[config.mk]
export PLATFORM = sky130hd
export DESIGN_NAME = instr_sequencer
export DESIGN_NICKNAME = d
export VERILOG_FILES = /design/src/rtl/instr_sequencer.sv
export SDC_FILE = /design/constraint.sdc
export NUM_CORES = 1
export LEC_CHECK = 0
export ABC_CLOCK_PERIOD_IN_PS = 3000
export CELL_PAD_IN_SITES_DETAIL_PLACEMENT = 2
export CELL_PAD_IN_SITES_GLOBAL_PLACEMENT = 2
export CORE_ASPECT_RATIO = 1.4
export CORE_MARGIN = 3
export CORE_UTILIZATION = 19
export DETAILED_ROUTE_END_ITERATION = 10
export PLACE_DENSITY_LB_ADDON = 0.05
export SLEW_MARGIN = 20
export SYNTH_ARGS = -nofsm -noshare
export SYNTH_HDL_FRONTEND = slang
export SYNTH_SLANG_ARGS = --single-unit
[constraint.sdc]
create_clock -name clk -period 3 [get_ports clk]
set_input_delay 0.6 -clock clk [delete_from_list [all_inputs] [get_ports clk]]
set_output_delay 0.6 -clock clk [all_outputs]
set_load 0.02 [all_outputs]
[src/rtl/instr_sequencer.sv]
// Hardwired instruction-cycle sequencer for the 16-bit accumulator CPU.
// Optional interrupt cycle is compiled in with `define INTERRUPT_EN.
module instr_sequencer (
  input  logic        clk,
  input  logic        reset,
  input  logic        run,
  input  logic [15:0] ir,
  input  logic        dr_zero,
  input  logic        fgi,
  input  logic        fgo,
  input  logic        ien_set,
  input  logic        ien_clr,
  output logic [7:0]  ld,
  output logic [7:0]  inr,
  output logic [7:0]  clr,
  output logic [2:0]  bus_sel,
  output logic        mem_rd,
  output logic        mem_wr,
  output logic [1:0]  alu_op,
  output logic        rr_en,
  output logic        io_en,
  output logic [15:0] t,
  output logic        int_cycle,
  output logic        ien,
  output logic        instr_done
);

  logic [3:0]  sc;
  logic        i_q;
  logic [7:0]  d_q;
  logic        r_q;
  logic        ien_q;
  logic [15:0] tdec;
  logic        t0, t1, t2, t3, t4, t5, t6;
  logic        in_int;
  logic        unused_ir;

  assign tdec = 16'h0001 << sc;
  assign {t6, t5, t4, t3, t2, t1, t0} = tdec[6:0];
  // R can only be 1 at T1/T2 if the interrupt cycle was entered at T0
  assign in_int = r_q & ((t0 & run) | t1 | t2);
  assign unused_ir = &{1'b0, ir[11:0]};

  always_comb begin
    ld = '0; inr = '0; clr = '0; bus_sel = '0;
    mem_rd = 1'b0; mem_wr = 1'b0; alu_op = '0;
    rr_en = 1'b0; io_en = 1'b0; instr_done = 1'b0;
    t = '0; int_cycle = 1'b0; ien = 1'b0;
    if (reset) begin
      t = tdec;
      ien = ien_q;
      int_cycle = in_int;
      if (in_int) begin
        if (t0) begin
          clr[0] = 1'b1; bus_sel = 3'd2; ld[5] = 1'b1;
        end else if (t1) begin
          bus_sel = 3'd6; mem_wr = 1'b1; clr[1] = 1'b1;
        end else begin
          inr[1] = 1'b1; instr_done = 1'b1;
        end
      end else if (t0) begin
        if (run) begin
          ld[0] = 1'b1; bus_sel = 3'd2;
        end
      end else if (t1) begin
        mem_rd = 1'b1; bus_sel = 3'd7; ld[4] = 1'b1; inr[1] = 1'b1;
      end else if (t2) begin
        bus_sel = 3'd5; ld[0] = 1'b1;
      end else if (t3) begin
        if (d_q[7]) begin
          rr_en = ~i_q; io_en = i_q; instr_done = 1'b1;
        end else if (i_q) begin
          mem_rd = 1'b1; bus_sel = 3'd7; ld[0] = 1'b1;
        end
      end else if (t4) begin
        if (d_q[0] | d_q[1] | d_q[2] | d_q[6]) begin
          mem_rd = 1'b1; bus_sel = 3'd7; ld[2] = 1'b1;
        end else if (d_q[3]) begin
          bus_sel = 3'd4; mem_wr = 1'b1; instr_done = 1'b1;
        end else if (d_q[4]) begin
          bus_sel = 3'd1; ld[1] = 1'b1; instr_done = 1'b1;
        end else if (d_q[5]) begin
          bus_sel = 3'd2; mem_wr = 1'b1; inr[0] = 1'b1;
        end
      end else if (t5) begin
        if (d_q[0] | d_q[1] | d_q[2]) begin
          ld[3] = 1'b1; instr_done = 1'b1;
          alu_op = d_q[0] ? 2'b01 : (d_q[1] ? 2'b10 : 2'b11);
        end else if (d_q[5]) begin
          bus_sel = 3'd1; ld[1] = 1'b1; instr_done = 1'b1;
        end else if (d_q[6]) begin
          inr[2] = 1'b1;
        end
      end else if (t6) begin
        bus_sel = 3'd3; mem_wr = 1'b1; inr[1] = dr_zero; instr_done = 1'b1;
      end
    end
  end

  always_ff @(posedge clk or negedge reset) begin
    if (!reset) begin
      sc  <= '0;
      i_q <= 1'b0;
      d_q <= '0;
    end else begin
      if (instr_done)
        sc <= '0;
      else if (!(t0 && !run))
        sc <= sc + 4'd1;
      if (t2 && !in_int) begin
        i_q <= ir[15];
        d_q <= 8'h01 << ir[14:12];
      end
    end
  end

`ifdef INTERRUPT_EN
  always_ff @(posedge clk or negedge reset) begin
    if (!reset) begin
      r_q   <= 1'b0;
      ien_q <= 1'b0;
    end else begin
      if (in_int && t2)
        r_q <= 1'b0;
      else if (ien_q && (fgi || fgo) && (!(t0 || t1 || t2) || (t0 && !run)))
        r_q <= 1'b1;
      if (ien_clr || (in_int && t2))
        ien_q <= 1'b0;
      else if (ien_set)
        ien_q <= 1'b1;
    end
  end
`else
  logic unused_irq;
  assign r_q   = 1'b0;
  assign ien_q = 1'b0;
  assign unused_irq = &{1'b0, fgi, fgo, ien_set, ien_clr};
`endif

endmodule

==> results of run 1 <==
[layout make-up]
| cell class | count | area [um2] |
|---|---|---|
| inverters | 13 | 48.8 |
| well taps | 92 | 115 |
| fillers | 812 | 4710 |
| repair buffers | 69 | 572 |
| multi-input cells | 150 | 880 |
| flip-flops and latches | 13 | 325 |
| clock buffers | 4 | 45.0 |
[how the worst max path moves through the flow]
stage | startpoint | to | slack [ns] | cells after the start
3_5_place_dp | reset | instr_done | -0.28 | 6
5_1_grt | sc[0] | instr_done | -0.003 | 7
3_3_place_gp | reset | bus_sel[0] | -0.24 | 5
6_report | sc[0] | ld[2] | 0.06 | 6
2_1_floorplan | sc[2] | alu_op[1] | 0.17 | 6
4_1_cts | sc[0] | ld[2] | -0.002 | 6
[logic make-up after synthesis]
kind of cell / after synthesis / synth area share (%)
AND/OR/NAND/NOR: 91 / 33.5
adder cells (fa/ha/maj): 6 / 5.62
multiplexers: 1 / 0.843
flip-flops: 13 / 24.3
AO/OA/AOI/OAI: 32 / 17.5
other: 1 / 0.281
XOR/XNOR: 2 / 1.31
buffers and inverters: 40 / 16.6
[synthesized netlist by cell type (all sizes together), types with 2 or more instances]
library cell,instances
buf,21
nor3,11
o41ai,2
or3b,3
nand2,27
inv,13
or3,5
nand2b,4
ha,6
o21ai,10
clkbuf,6
o31ai,3
nor2b,4
dfrtp,13
nor4,4
nor2,23
nand3,5
a21oi,4
a41o,3
[registers in the layout, summed over array words and instances, names as in the netlist]
register and flops:
sc 4, i_q 1, d_q 8
[power groups by stage]
stage	Combinational, W	Sequential, W	Clock (W)
after floorplan	0.000823	0.000347	0
after global placement	0.00138	0.000367	0
final	0.00140	0.000368	0.000153
after CTS	0.00144	0.000371	0.000160
after detailed placement	0.00144	0.000373	0
after global routing	0.00157	0.000384	0.000168
[critical path, delay by kind of cell, from the launching register on]
family | cells | cell delay, ns
adder cells (fa/ha/maj) | 2 | 0.43
buffers and inverters | 1 | 0.35
flip-flops | 1 | 0.38
AND/OR/NAND/NOR | 3 | 0.93
[stage by stage]
stage | setup slack (ns) | instances
after floorplan | 0.167 | 203
final | 0.0570 | 341
after global routing | -0.00303 | 341
after detailed placement | -0.277 | 337
after global placement | -0.235 | 337
after CTS | -0.00231 | 341
[layer usage]
layer	GRT usage, %	vias to the layer above	part of all wire (%)	routed length (um)
met5	0	-	0	0
met4	2.33	0	1.0	54
met3	1.88	6	3.9	202
met2	26.4	40	56	2920
met1	13.9	700	39	2000
li1	-	726	-	-
[cells in the final DEF (no fill, tap or decap), types with 2 or more instances in the layout]
| cell | synthesis | layout |
|---|---|---|
| clkdlybuf4s50_1 | 0 | 18 |
| nor3_1 | 10 | 10 |
| buf_2 | 3 | 5 |
| dlymetal6s2s_1 | 0 | 4 |
| nand2_1 | 27 | 27 |
| nor4_1 | 4 | 3 |
| nand3_1 | 5 | 5 |
| inv_1 | 13 | 13 |
| clkbuf_8 | 0 | 3 |
| dlygate4sd1_1 | 0 | 2 |
| dlygate4sd2_1 | 0 | 5 |
| or3b_4 | 0 | 2 |
| o41ai_1 | 2 | 2 |
| a21oi_1 | 4 | 4 |
| dfrtp_1 | 13 | 13 |
| o31ai_1 | 3 | 2 |
| or3_1 | 4 | 3 |
| nor2_1 | 23 | 22 |
| conb_1 | 1 | 18 |
| a41o_1 | 3 | 3 |
| nor2b_1 | 4 | 4 |
| ha_1 | 6 | 6 |
| buf_4 | 18 | 30 |
| clkbuf_2 | 0 | 4 |
| nand2b_1 | 4 | 4 |
| o21ai_0 | 10 | 9 |
| or3_4 | 1 | 2 |
[timing repair]
action	4_1_cts	5_1_grt
endpoints found under the setup margin	18	16
endpoints found under the hold margin	0	0
cloned	0	0
resized for setup	46	26
==> run metrics, run 1 <==
Vias/cell 4.32; pin count of the biggest net entering global routing 18; number of remaining DRC errors 0; grt ovf 0; Cell variety after synth 42; register share of total power between 10% and 20%; GR Util All Layers 13.0%; crit path cell chain ha_1, ha_1, or3b_4, or2_4, nor3_1, dlygate4sd1_1; Clock Skew 0.00153 ns; Final Hold Viols 0; total chip power 0.00192 W; CTS tree built; root buffer cell clkbuf_8; Reg clk slew, reported paths about 0.05 ns; Sw Ratio 50.1%; Hold Buf Count CTS 0; Worst VDD drop 0.000325 V; Cell Int Power roughly 0.00096 W; routed vias 1472; FF-to-FF path depth 8; final core utilization 29.6%; CTS max path bufs 2; Area Growth Syn to Fin 48.6%; max cap viols 0; Die H 105 um; YS warnings 0; async set or reset register ratio after synthesis 100%; register-to-register setup slack 0.70 ns; RR Startpoint sc[0]; Hold Crit Endpoint d_q[6]; initial antenna violation count 0; worst hold start d_q[6]; DR WL/cell 15.2 um; net switching power figure 0.000963 W; unrepaired setup endpoints after global routing true; Top FF cell, synth dfrtp_1; Slew Limit Fails 0; share of the clock period used by the worst path 98.1%; Die ar. roughly 8100 um2; vias in the first global route ~1.7k; Crit Path Max Fanout 4; I/O Pins 76; first-pass GRT wire length about 8600 um; Pre-Repair DR Iteration Count 3; Fin Hold WS approximately 0.57 ns; critical path arrival 2.34 ns; Initial Util between 10% and 20%; Power Density 968 nW/um2; Min-Delay Path Class flip-flop to flip-flop; Crit path required time 2.40 ns; core footprint 6700 um2; Clock power frac between 7 and 8%; hold depth 2; H-tree Lvls 1; final wirelength 5180 um; Worst Setup Start Kind flip-flop; Crit Path Category flip-flop to output port; Std-Cell Rows 35; gp weighted congestion between 0.7 and 0.8; Post-CTS Setup Inserts 0; Seq cells post-synth 13; Sink Count 13; Max Freq about 340 MHz; Final ANT Viol Nets 0; number of nets in the layout 280; sequential share of the synthesized area 24.3%; Post-Syn Instances 186; DP Area 1970 um2; Comb pwr share between 70% and 80%; layout cells sized above 1 approximately 22%; post-route cell area 1990 um2; Yosys top cell by area dfrtp_1; Worst path max stage delay between 0.4 and 0.5 ns; EDFF count, synth 0; CP Capture Type output port; Clk Latency, worst-skew pair 0.24 ns; Final min period 2.94 ns; # diodes 0; reg-to-reg endpoint sc[2]; port bufs 41; endpoints failing setup 0; Slowest cell on crit path or3b_4; Die W 76.9 um; Avg Inst Size Synth 7.18 um2; Iteration-0 DRC Markers just over 50; Crit path top cell by count ha_1; CTS buffer count 3; synthesized cell area 1340 um2; DP HPWL 4390 um; Leakage 0.985 nW; status finished clean; setup_tns 0 ns; share of the synthesized area in the top cell type 24.3%; Area contributors post-synth dfrtp_1, buf_4, nand2_1
(Power assumes the default switching activity.)
==> run 2: changes to the inputs <==
--- a/config.mk
+++ b/config.mk
@@ -12,6 +12,7 @@
 export CORE_MARGIN = 3
 export CORE_UTILIZATION = 19
 export DETAILED_ROUTE_END_ITERATION = 10
+export GPL_TIMING_DRIVEN = 0
 export PLACE_DENSITY_LB_ADDON = 0.05
 export SLEW_MARGIN = 20
 export SYNTH_ARGS = -nofsm -noshare
==> run 2 against run 1 <==
  * Routed wire length down 3.8%
  * Non-clock buffer count is 2 higher
  * Count of clock-buffer cells in the layout stayed put
  * Via count stayed put
  * Flip-flop and latch count stayed put
  * Clock skew is 0.0013 ns higher
  * First-iteration DRC count fell by 12%
  * Critical path depth stayed put
  * Cell count increased by 0.59%
  * Sequential power increased by 9.8%
  * Critical endpoint is now inr[2]
  * Highest routed layer unchanged
==> run metrics, run 2 (synthesis results as in run 1) <==
vias in the first global route 1534 (-8.5%); DR WL/cell 14.5 um (-4.4%); Initial Util 19.9% (unchanged); Std-Cell Rows 35 (unchanged); CTS tree built; largest reg by FF count d_q; Crit Path Max Fanout 8 (+4); max cap viols 0 (unchanged); Die ar. 8090 um2 (unchanged); share of the clock period used by the worst path 98.1% (about the same); CTS buffer count 3 (unchanged); Sink Count 13 (unchanged); # diodes 0 (unchanged); grt ovf 0 (unchanged); Vias/cell 4.29 (-0.58%); H-tree Lvls 1 (unchanged); I/O Pins 76 (unchanged); critical path arrival 2.34 ns (about the same); routed vias 1472 (unchanged); grt met3 use 0.684% (-1.2 points); CTS max path bufs 2 (unchanged); most frequent cells in the layout nand2_1, buf_4, nor2_1; biggest regs d_q: 8 flops, sc: 4 flops, i_q: 1 flops; fill count 818 (+0.74%); pin count of the biggest net entering global routing 16 (-2); status finished clean; unrepaired setup endpoints after global routing true; Final Hold Viols 0 (unchanged); Worst Setup Start Kind flip-flop; Clk Latency, worst-skew pair 0.25 ns (about the same); Final min period 2.94 ns (+0.00144 ns); Power Density 926 nW/um2 (-4.3%); Clock Skew 0.00282 ns (+0.00130 ns); RR Startpoint sc[1]; beginning of the critical path sc[1]; Die H 105 um (unchanged); core footprint 6700 um2 (unchanged); layer with the highest usage met2; endpoints failing setup 0 (unchanged); first-pass GRT wire length 8270 um (-3.7%); Crit Path Category flip-flop to output port; Max Freq 340 MHz (about the same); Slew Limit Fails 0 (unchanged); Reg clk slew, reported paths 0.06 ns (about the same); layout cells sized above 1 27.5% (+5.4 points); DP HPWL 4030 um (-8.3%); number of remaining DRC errors 0 (unchanged); Iteration-0 DRC Markers 45 (-12%); Min-Delay Path Class input port to async pin; met2 Resource Use GR 23.6% (-2.9 points); Leakage 0.938 nW (-4.8%); initial antenna violation count 0 (unchanged); Crit path required time 2.40 ns (about the same); setup_tns 0 ns (unchanged); Area Growth Syn to Fin 56.7%; CP Capture Type output port; grt met1 use 14.9% (+0.99 points); Die W 76.9 um (unchanged); number of nets in the layout 282 (+0.71%); gp weighted congestion 0.758 (+1.1%); GR Util All Layers 12.6% (-0.38 points); Final ANT Viol Nets 0 (unchanged); Pre-Repair DR Iteration Count 4 (+1); root buffer cell clkbuf_8; final wirelength 4980 um (-3.8%); port bufs 39 (-4.9%); max FFs per register 8 (unchanged); total chip power 0.00194 W (+0.93%); Worst VDD drop 0.000305 V (-6.3%)
## run 2: cell types whose count changed in the layout (fill, tap and decap cells not counted), sizes merged
cell,change
clkdlybuf4s15,+4
dlygate4sd1,-2
buf,-2
clkbuf,+3
dlymetal6s2s,-2
inv,-1
clkinvlp,+1
clkdlybuf4s50,+2
dlygate4sd2,-1
## run 2: worst paths after layout
| path | end | slack, ns | depth (start not counted) |
|---|---|---|---|
| max in group asynchronous | sc[0] | 2.61 | 1 |
| max reg2reg | sc[2] | 0.82 | 7 |
| max | inr[2] | 0.06 | 6 |
| min reg2reg | d_q[7] | 0.55 | 2 |
| min in group clk | d_q[7] | 0.55 | 2 |
| min | d_q[1] | 0.19 | 1 |
## run 2: repair_timing
action                     CTS  global route
setup buffers                2             3
hold endpoints to repair     0             0
setup endpoints to repair   34            21
hold buffers                 0             0
resized for setup           71            26
## run 2: routing by layer
metal	wire, um	vias up	part of all wire [%]
li1	-	731	-
met5	0	-	0
met2	2710	44	54
met4	89	0	1.8
met3	179	7	3.6
met1	2000	690	40
## run 2: stage by stage
step / worst slack [ns] / std cells / hold WS, ns / cell area (um2) / util, %
after detailed placement: -1.22 / 334 / 0.536 / 1910 / 28.5
final: 0.0556 / 343 / 0.192 / 2090 / 31.3
after CTS: -0.0734 / 340 / 0.200 / 2010 / 30.0
after global placement: -1.24 / 334 / 0.511 / 1910 / 28.5
after floorplan: 0.167 / 203 / 0.304 / 1410 / -
after global routing: -0.0300 / 343 / 0.204 / 2090 / 31.3
## run 2: worst max-delay path, stage by stage (launching register included)
cell     delay (ns)
dfrtp_2        0.45
ha_2           0.21
ha_4           0.20
or3b_4         0.42
or3_4          0.42
nor4_4         0.22
buf_4          0.18
## run 2: area by class of cell
cell class                 instances  area (um2)  share of cell area, %
sequential                        13         329                   15.7
timing repair buffer              44         403                   19.2
tap                               92         115                   5.50
multi-input combinational        150         958                   45.8
clock buffer                       4        45.0                   2.15
inverter                          13        52.6                   2.51
buffer                            27         191                   9.14
## run 2: report_power, final
part | internal [W] | switching (W) | leakage [nW]
Sequential | 0.000271 | 0.000133 | 0.164
Clock | 0.0000940 | 0.0000648 | 0.0228
Combinational | 0.000579 | 0.000799 | 0.751
Total | 0.000943 | 0.000997 | 0.938
